[src/rtl/counter_seq_ctrl_pkg.sv]
// ============================================================================
// Module      : counter_seq_ctrl_pkg
// Description : Shared state encoding and mode/direction constants for the
//               counter sequencing controller.
// Revision    : 1.0 - initial release
// ============================================================================
`default_nettype none

package counter_seq_ctrl_pkg;

    typedef logic [1:0] state_t;

    localparam state_t IDLE = 2'd0;
    localparam state_t RUN  = 2'd1;
    localparam state_t HOLD = 2'd2;
    localparam state_t DONE = 2'd3;

    localparam logic MODE_ONESHOT = 1'b0;
    localparam logic MODE_RELOAD  = 1'b1;

    localparam logic DIR_DOWN = 1'b0;
    localparam logic DIR_UP   = 1'b1;

endpackage : counter_seq_ctrl_pkg

`default_nettype wire

[src/rtl/counter_seq_prescaler.sv]
// ============================================================================
// Module      : counter_seq_prescaler
// Description : Tick generator; one tick every PRESCALE enabled clocks. The
//               phase freezes while disabled and restarts on clear.
// Revision    : 1.0 - initial release
// ============================================================================
`default_nettype none

module counter_seq_prescaler #(
    parameter int PRESCALE = 4
) (
    input  logic clk,
    input  logic rst,
    input  logic i_en,
    input  logic i_clr,
    output logic o_tick
);

    localparam int c_CW = (PRESCALE > 1) ? $clog2(PRESCALE) : 1;
    localparam logic [c_CW-1:0] c_LAST = c_CW'(PRESCALE - 1);

    logic [c_CW-1:0] r_phase;
    logic            w_wrap;

    assign w_wrap = (r_phase == c_LAST);
    assign o_tick = i_en && w_wrap;

    always_ff @(posedge clk) begin
        if (rst || i_clr) begin
            r_phase <= '0;
        end else if (i_en) begin
            r_phase <= w_wrap ? '0 : r_phase + 1'b1;
        end
    end

endmodule : counter_seq_prescaler

`default_nettype wire

[src/rtl/counter_seq_ctrl.sv]
// ============================================================================
// Module      : counter_seq_ctrl
// Description : Start/stop/pause sequencer for an N-bit up/down counter with
//               terminal-count pulse, one-shot or auto-reload operation.
//               Optional prescaler enabled by COUNTER_SEQ_CTRL_PRESCALE_EN.
// Revision    : 1.0 - initial release
// ============================================================================
`default_nettype none

module counter_seq_ctrl
    import counter_seq_ctrl_pkg::*;
#(
    parameter int WIDTH    = 4,
    parameter int PRESCALE = 4
) (
    input  logic             clk,
    input  logic             rst,
    input  logic             start,
    input  logic             stop,
    input  logic             pause,
    input  logic             dir,
    input  logic             mode,
    input  logic [WIDTH-1:0] load_val,
    input  logic [WIDTH-1:0] term_val,
    output logic [WIDTH-1:0] count,
    output logic             busy,
    output logic             tc,
    output logic             done
);

    state_t           r_state;
    logic [WIDTH-1:0] r_count;
    logic [WIDTH-1:0] r_load;
    logic [WIDTH-1:0] r_term;
    logic             r_dir;
    logic             r_mode;
    logic             r_tc;

    logic             w_start_go;
    logic             w_tick;

    assign w_start_go = start && !stop && ((r_state == IDLE) || (r_state == DONE));

`ifdef COUNTER_SEQ_CTRL_PRESCALE_EN
    logic w_presc_en;
    logic w_presc_clr;

    // Pause has priority over the tick, so the phase must not advance on the
    // cycle that moves RUN into HOLD.
    assign w_presc_en  = (r_state == RUN) && !pause && !stop;
    assign w_presc_clr = stop || w_start_go;

    counter_seq_prescaler #(
        .PRESCALE (PRESCALE)
    ) u_prescaler (
        .clk    (clk),
        .rst    (rst),
        .i_en   (w_presc_en),
        .i_clr  (w_presc_clr),
        .o_tick (w_tick)
    );
`else
    assign w_tick = (r_state == RUN) && (PRESCALE >= 1);
`endif

    always_ff @(posedge clk) begin
        if (rst) begin
            r_state <= IDLE;
            r_count <= '0;
            r_load  <= '0;
            r_term  <= '0;
            r_dir   <= 1'b0;
            r_mode  <= 1'b0;
            r_tc    <= 1'b0;
        end else begin
            r_tc <= 1'b0;
            if (stop) begin
                r_state <= IDLE;
            end else begin
                case (r_state)
                    IDLE, DONE: begin
                        if (w_start_go) begin
                            r_load  <= load_val;
                            r_term  <= term_val;
                            r_dir   <= dir;
                            r_mode  <= mode;
                            r_count <= load_val;
                            r_state <= RUN;
                        end
                    end
                    RUN: begin
                        if (pause) begin
                            r_state <= HOLD;
                        end else if (w_tick) begin
                            if (r_count == r_term) begin
                                r_tc <= 1'b1;
                                if (r_mode == MODE_RELOAD) begin
                                    r_count <= r_load;
                                end else begin
                                    r_state <= DONE;
                                end
                            end else if (r_dir == DIR_UP) begin
                                r_count <= r_count + 1'b1;
                            end else begin
                                r_count <= r_count - 1'b1;
                            end
                        end
                    end
                    HOLD: begin
                        if (!pause) begin
                            r_state <= RUN;
                        end
                    end
                    default: r_state <= IDLE;
                endcase
            end
        end
    end

    assign count = r_count;
    assign tc    = r_tc;
    assign busy  = (r_state == RUN) || (r_state == HOLD);
    assign done  = (r_state == DONE);

endmodule : counter_seq_ctrl

`default_nettype wire
[config.mk]
export PLATFORM = sky130hd
export DESIGN_NAME = counter_seq_ctrl
export DESIGN_NICKNAME = d
export VERILOG_FILES = /design/src/rtl/counter_seq_ctrl_pkg.sv /design/src/rtl/counter_seq_prescaler.sv /design/src/rtl/counter_seq_ctrl.sv
export SDC_FILE = /design/constraint.sdc
export NUM_CORES = 1
export LEC_CHECK = 0
export CORE_ASPECT_RATIO = 1.1
export CORE_MARGIN = 10
export CORE_UTILIZATION = 35
export CTS_CLUSTER_DIAMETER = 30
export CTS_CLUSTER_SIZE = 14
export DETAILED_ROUTE_END_ITERATION = 8
export SKIP_CTS_REPAIR_TIMING = 1
export SYNTH_ARGS = -nofsm -noshare
export SYNTH_HDL_FRONTEND = slang
export SYNTH_SLANG_ARGS = --single-unit
[constraint.sdc]
create_clock -name clk -period 2.5 [get_ports clk]
set_input_delay 0.5 -clock clk [delete_from_list [all_inputs] [get_ports clk]]
set_output_delay 0.5 -clock clk [all_outputs]
set_load 0.01 [all_outputs]
==> flow_summary.json, run 1 <==
{
  "drtIter0Drc": 51,
  "wirelength_um": 2120,
  "cap_viol_max_count": 0,
  "layout_setup_ws_ns": 0.296,
  "numClockSinks": 17,
  "required_ns": 2.00,
  "worst-path-max-fanout": 4,
  "cts_tree": "built",
  "tightestPinTransition_ns": 0.397,
  "cts.clk_slew.worst_paths_ns": 0.09,
  "min_from": "r_load[0]",
  "clock.fmax_mhz": 454,
  "drc": 0,
  "synth_top_area_cell": "dfxtp_1",
  "grt_pass1_wl_um": 3470,
  "critPathLaunch": "r_state[0]",
  "hpwl_um": 1630,
  "fp.coreArea_um2": 2520,
  "worstPathArrival_ns": 1.70,
  "grt_setup_unrepaired": "false",
  "rrSetupSlack_ns": 0.76,
  "antenna_found_initial": 0,
  "status": "complete, no violations",
  "grt_start_max_net_pins": 11,
  "dr.pass1.iters": 4,
  "wl_per_cell_um": 14.0,
  "startpoint_type": "flop",
  "synth_mux_area_share_pct": 14.3,
  "synth_area_um2": 926,
  "grt_pass1_vias": 740,
  "crit_type": "reg -> out",
  "synth_cell_types": 30,
  "fillers": 255,
  "drive_above_1_share_pct": 11.6,
  "ios": 22,
  "p_leak_nw": 0.515,
  "hold_viol": 0,
  "maxSlewHeadroom_pct": 73.5,
  "worstHoldPathType": "reg -> reg",
  "peakVddDrop_v": 0.000359,
  "cts_root_buf": "clkbuf_4",
  "synth_top_area_share_pct": 36.8,
  "synth-seq-area-share_pct": 36.8,
  "min_period_ns": 2.20,
  "finalSetupViolCount": 0,
  "dieArea_um2": 5110,
  "n_antenna_cell": 0,
  "h-tree-depth": 1,
  "synth_top_family_by_area": "simple AND/OR/NAND/NOR gates",
  "clockBufferDepth": 2,
  "routed_via_density": 4.86,
  "postSynthCellCount": 98,
  "synth_xor_area_share_pct": 6.62,
  "std_cell_rows": 19,
  "synth_simple_gate_area_share_pct": 15.4,
  "maxSlewViolCount": 0,
  "end_kind": "output port",
  "synth_most_common_cell": "nor2_1",
  "grt_usage_pct": 8.28,
  "yosys_warnings": 0,
  "clock-skew-final_ns": 0.0143,
  "io_buffers": 21,
  "gp_congestion": 0.795,
  "whs_ns": 0.499,
  "vias": 738,
  "die_w_um": 69.0,
  "ys_top_cells_by_count": "nor2_1, dfxtp_1, mux2i_1",
  "synth-compound-area-share_pct": 12.8,
  "initial_core_util_pct": 36.7,
  "async_flop_share_pct": 0,
  "fin_nets": 144,
  "synth-edff-count": 0,
  "synthFlopType": "dfxtp_1",
  "grt_overflow_total": 0,
  "synth_seq_cells": 17,
  "powerDensity_nw_per_um2": 552,
  "syn_avg_cell_area_um2": 9.45,
  "syn_nets": 120,
  "synth_area_leaders": "dfxtp_1, mux2i_1, ha_1, nor2_1, xnor2_1",
  "pre_cts_ws_ns": 0.578,
  "setup_tns_ns": 0,
  "final.period_utilization_pct": 88.2,
  "ant_nets": 0,
  "clk_latency_ns": 0.30,
  "timing.rr.start": "r_dir",
  "cts_buffers": 3,
  "synthAdderAreaFrac_pct": 10.3,
  "area_growth_pct": 29.3,
  "die_h_um": 73.9
}
[sequential cells by signal, summed over array words and instances, names as in the netlist]
| register | cells |
|---|---|
| r_state | 2 |
| r_load | 4 |
| r_mode | 1 |
| r_dir | 1 |
| count | 4 |
| r_term | 4 |
| tc | 1 |
[final timing paths]
path | endpoint | cells past startpoint
max | busy | 4
min | r_load[0] | 2
min reg2reg | r_load[0] | 2
max reg2reg | count[3] | 7
[per-layer routing]
metal	global-route usage [%]	share of wire, %	vias to the layer above	wire length, µm
li1	-	-	386	-
met2	13.9	48	16	1020
met3	2.79	4.8	2	101
met4	3.36	0.61	0	13
met1	9.56	46	334	982
met5	0	0	-	0
[cell type report]
cell class	instances	area [µm²]	area share, %
tap	31	38.8	3.24
inverter	6	22.5	1.88
clock buffer	3	22.5	1.88
sequential	17	340	28.4
multi-input combinational	72	551	46.0
timing repair buffer	22	218	18.2
clock inverter	1	5.00	0.418
[critical path, cell delays in order, from the launching register on]
cell and delay (ns):
dfxtp_1 0.39, inv_1 0.08, ha_1 0.32, inv_1 0.10, clkdlybuf4s50_1 0.54
[cells by family after synthesis]
logic type      Yosys count
flops                    17
buf+inv                   9
mux                      13
compound gates           15
simple gates             30
xor+xnor                  7
fa+ha+maj                 7
[power by group]
group	switching, W	leakage [nW]	internal [W]	total, W
Combinational	0.0000911	0.359	0.000110	0.000202
Clock	0.0000902	0.0177	0.0000595	0.000150
Sequential	0.0000200	0.139	0.000289	0.000309
[metrics by stage]
step	area [µm²]	util, %	std cells	total power (W)
2_1_floorplan	926	-	98	0.000446
3_3_place_gp	1170	46.4	148	0.000514
3_5_place_dp	1170	46.4	148	0.000518
4_1_cts	1200	47.5	152	0.000672
5_1_grt	1200	47.5	152	0.000711
6_report	1200	47.5	152	0.000660
[cell usage in the layout (no fill, tap or decap), types with 3 or more instances in the layout]
| cell | n |
|---|---|
| inv_1 | 6 |
| ha_1 | 6 |
| xnor2_1 | 6 |
| dfxtp_1 | 17 |
| clkbuf_4 | 3 |
| nor2_1 | 18 |
| nand2_1 | 3 |
| mux2i_1 | 11 |
| clkdlybuf4s50_1 | 21 |
Note: power is estimated with default switching activity, not from simulation.
==> run 2: changes to the inputs <==
--- a/config.mk
+++ b/config.mk
@@ -11,7 +11,6 @@
 export CTS_CLUSTER_DIAMETER = 30
 export CTS_CLUSTER_SIZE = 14
 export DETAILED_ROUTE_END_ITERATION = 8
-export SKIP_CTS_REPAIR_TIMING = 1
 export SYNTH_ARGS = -nofsm -noshare
 export SYNTH_HDL_FRONTEND = slang
 export SYNTH_SLANG_ARGS = --single-unit
==> constraint.sdc (replaced) <==
create_clock -name clk -period 2.5 [get_ports clk]
set_input_delay 0.5 -clock clk [delete_from_list [all_inputs] [get_ports clk]]
set_output_delay 0.5 -clock clk [all_outputs]
set_load 0.1 [all_outputs]
==> run 2 against run 1 <==
Effect of this change: first-iteration DRC count decreased by 35%; critical path type unchanged; register-to-register slack about the same; combinational power increased by 29%.
==> flow_summary.json, run 2 (synthesis results as in run 1) <==
{
  "status": "complete, no violations",
  "setup_tns_ns": 0,
  "finalPower_w": 0.000720,
  "ios": 22,
  "layout_common_cells": "nor2_1, dfxtp_1, clkdlybuf4s50_1",
  "drive_above_1_share_pct": 16.5,
  "drc": 0,
  "wirelength_um": 2120,
  "grt_usage_pct": 8.62,
  "p_leak_nw": 0.525,
  "layout_setup_ws_ns": 0.526,
  "cts.clk_slew.worst_paths_ns": 0.10,
  "fin_nets": 144,
  "hold_viol": 0,
  "clockBufferDepth": 2,
  "worstHoldPathType": "reg -> reg",
  "routed_via_density": 4.80,
  "startpoint_type": "flop",
  "h-tree-depth": 1,
  "std_cell_rows": 19,
  "fp.coreArea_um2": 2520,
  "crit_type": "reg -> out",
  "powerDensity_nw_per_um2": 611,
  "pre_cts_ws_ns": 0.581,
  "dpl-instance-area_um2": 1150,
  "dr.pass1.iters": 3,
  "tightestPinTransition_ns": 0.378,
  "area_growth_pct": 27.3,
  "hpwl_um": 1620,
  "cts_root_buf": "clkbuf_4",
  "clock.fmax_mhz": 506,
  "grt_setup_unrepaired": "false",
  "end_kind": "output port",
  "grt_overflow_total": 0,
  "worstPathArrival_ns": 1.47,
  "post_cts_buffers": 0,
  "die_h_um": 73.9,
  "clk_latency_ns": 0.30,
  "fillers": 288,
  "grt_pass1_vias": 786,
  "vias": 730,
  "dieArea_um2": 5110,
  "final_common_cell": "nor2_1",
  "required_ns": 2.00,
  "drtIter0Drc": 33,
  "grt_pass1_wl_um": 3660,
  "final.period_utilization_pct": 79.0,
  "maxSlewHeadroom_pct": 74.8,
  "maxSlewViolCount": 0,
  "numClockSinks": 17,
  "stdcell_area_um2": 1180,
  "io_buffers": 21,
  "clock-skew-final_ns": 0.00798,
  "finalSetupViolCount": 0,
  "cap_viol_max_count": 0,
  "cts_hold_buf": 0,
  "worst-path-max-fanout": 4,
  "cts_tree": "built",
  "n_antenna_cell": 0,
  "grt_start_max_net_pins": 11,
  "gp_congestion": 0.785,
  "antenna_found_initial": 0,
  "min_period_ns": 1.97,
  "peakVddDrop_v": 0.000369,
  "ant_nets": 0,
  "cts_resized": 0,
  "cts_buffers": 3,
  "die_w_um": 69.0,
  "wl_per_cell_um": 13.9,
  "initial_core_util_pct": 36.7
}
run 2: cell types whose count changed in the layout (fill, tap and decap cells not counted):
cell,before,now
buf_4,1,8
clkdlybuf4s50_1,21,14
clkbuf_1,0,1
clkinv_2,1,0
run 2: area by class of cell:
type / instances / area [µm²] / area share (%)
timing repair buffer: 22 / 200 / 17.0
tap: 31 / 38.8 / 3.29
sequential: 17 / 340 / 28.9
clock buffer: 4 / 26.3 / 2.23
multi-input combinational: 72 / 551 / 46.7
inverter: 6 / 22.5 / 1.91
run 2: metal layers:
| layer | share of wire (%) | track usage (%) |
|---|---|---|
| met5 | 0 | 0 |
| met4 | 2.0 | 4.70 |
| met3 | 4.5 | 2.39 |
| met2 | 47 | 14.1 |
| met1 | 47 | 10.1 |
run 2: final timing paths:
| kind | endpoint | slack [ns] | cells after the start | startpoint |
|---|---|---|---|---|
| max | busy | 0.53 | 4 | r_state[0] |
| min | r_load[1] | 0.50 | 2 | r_load[1] |
| max reg2reg | count[3] | 0.76 | 7 | r_dir |
| min reg2reg | r_load[1] | 0.50 | 2 | r_load[1] |
run 2: stage by stage:
stage,instances,util [%],hold WS (ns)
6_report,152,46.8,0.503
2_1_floorplan,98,-,0.456
5_1_grt,152,46.8,0.532
4_1_cts,152,46.8,0.511
3_3_place_gp,148,45.7,0.477
3_5_place_dp,148,45.7,0.488
run 2: worst max-delay path: stages, from the launching register on:
cell and delay (ns):
dfxtp_1 0.40, inv_1 0.08, ha_1 0.31, inv_1 0.09
buf_4 0.29
run 2: where the power goes:
group / internal [W] / total, W / switching (W) / leakage [nW]
logic: 0.000107 / 0.000260 / 0.000152 / 0.371
registers: 0.000289 / 0.000309 / 0.0000199 / 0.139
clock network: 0.0000622 / 0.000152 / 0.0000893 / 0.0150
total: 0.000459 / 0.000720 / 0.000262 / 0.525
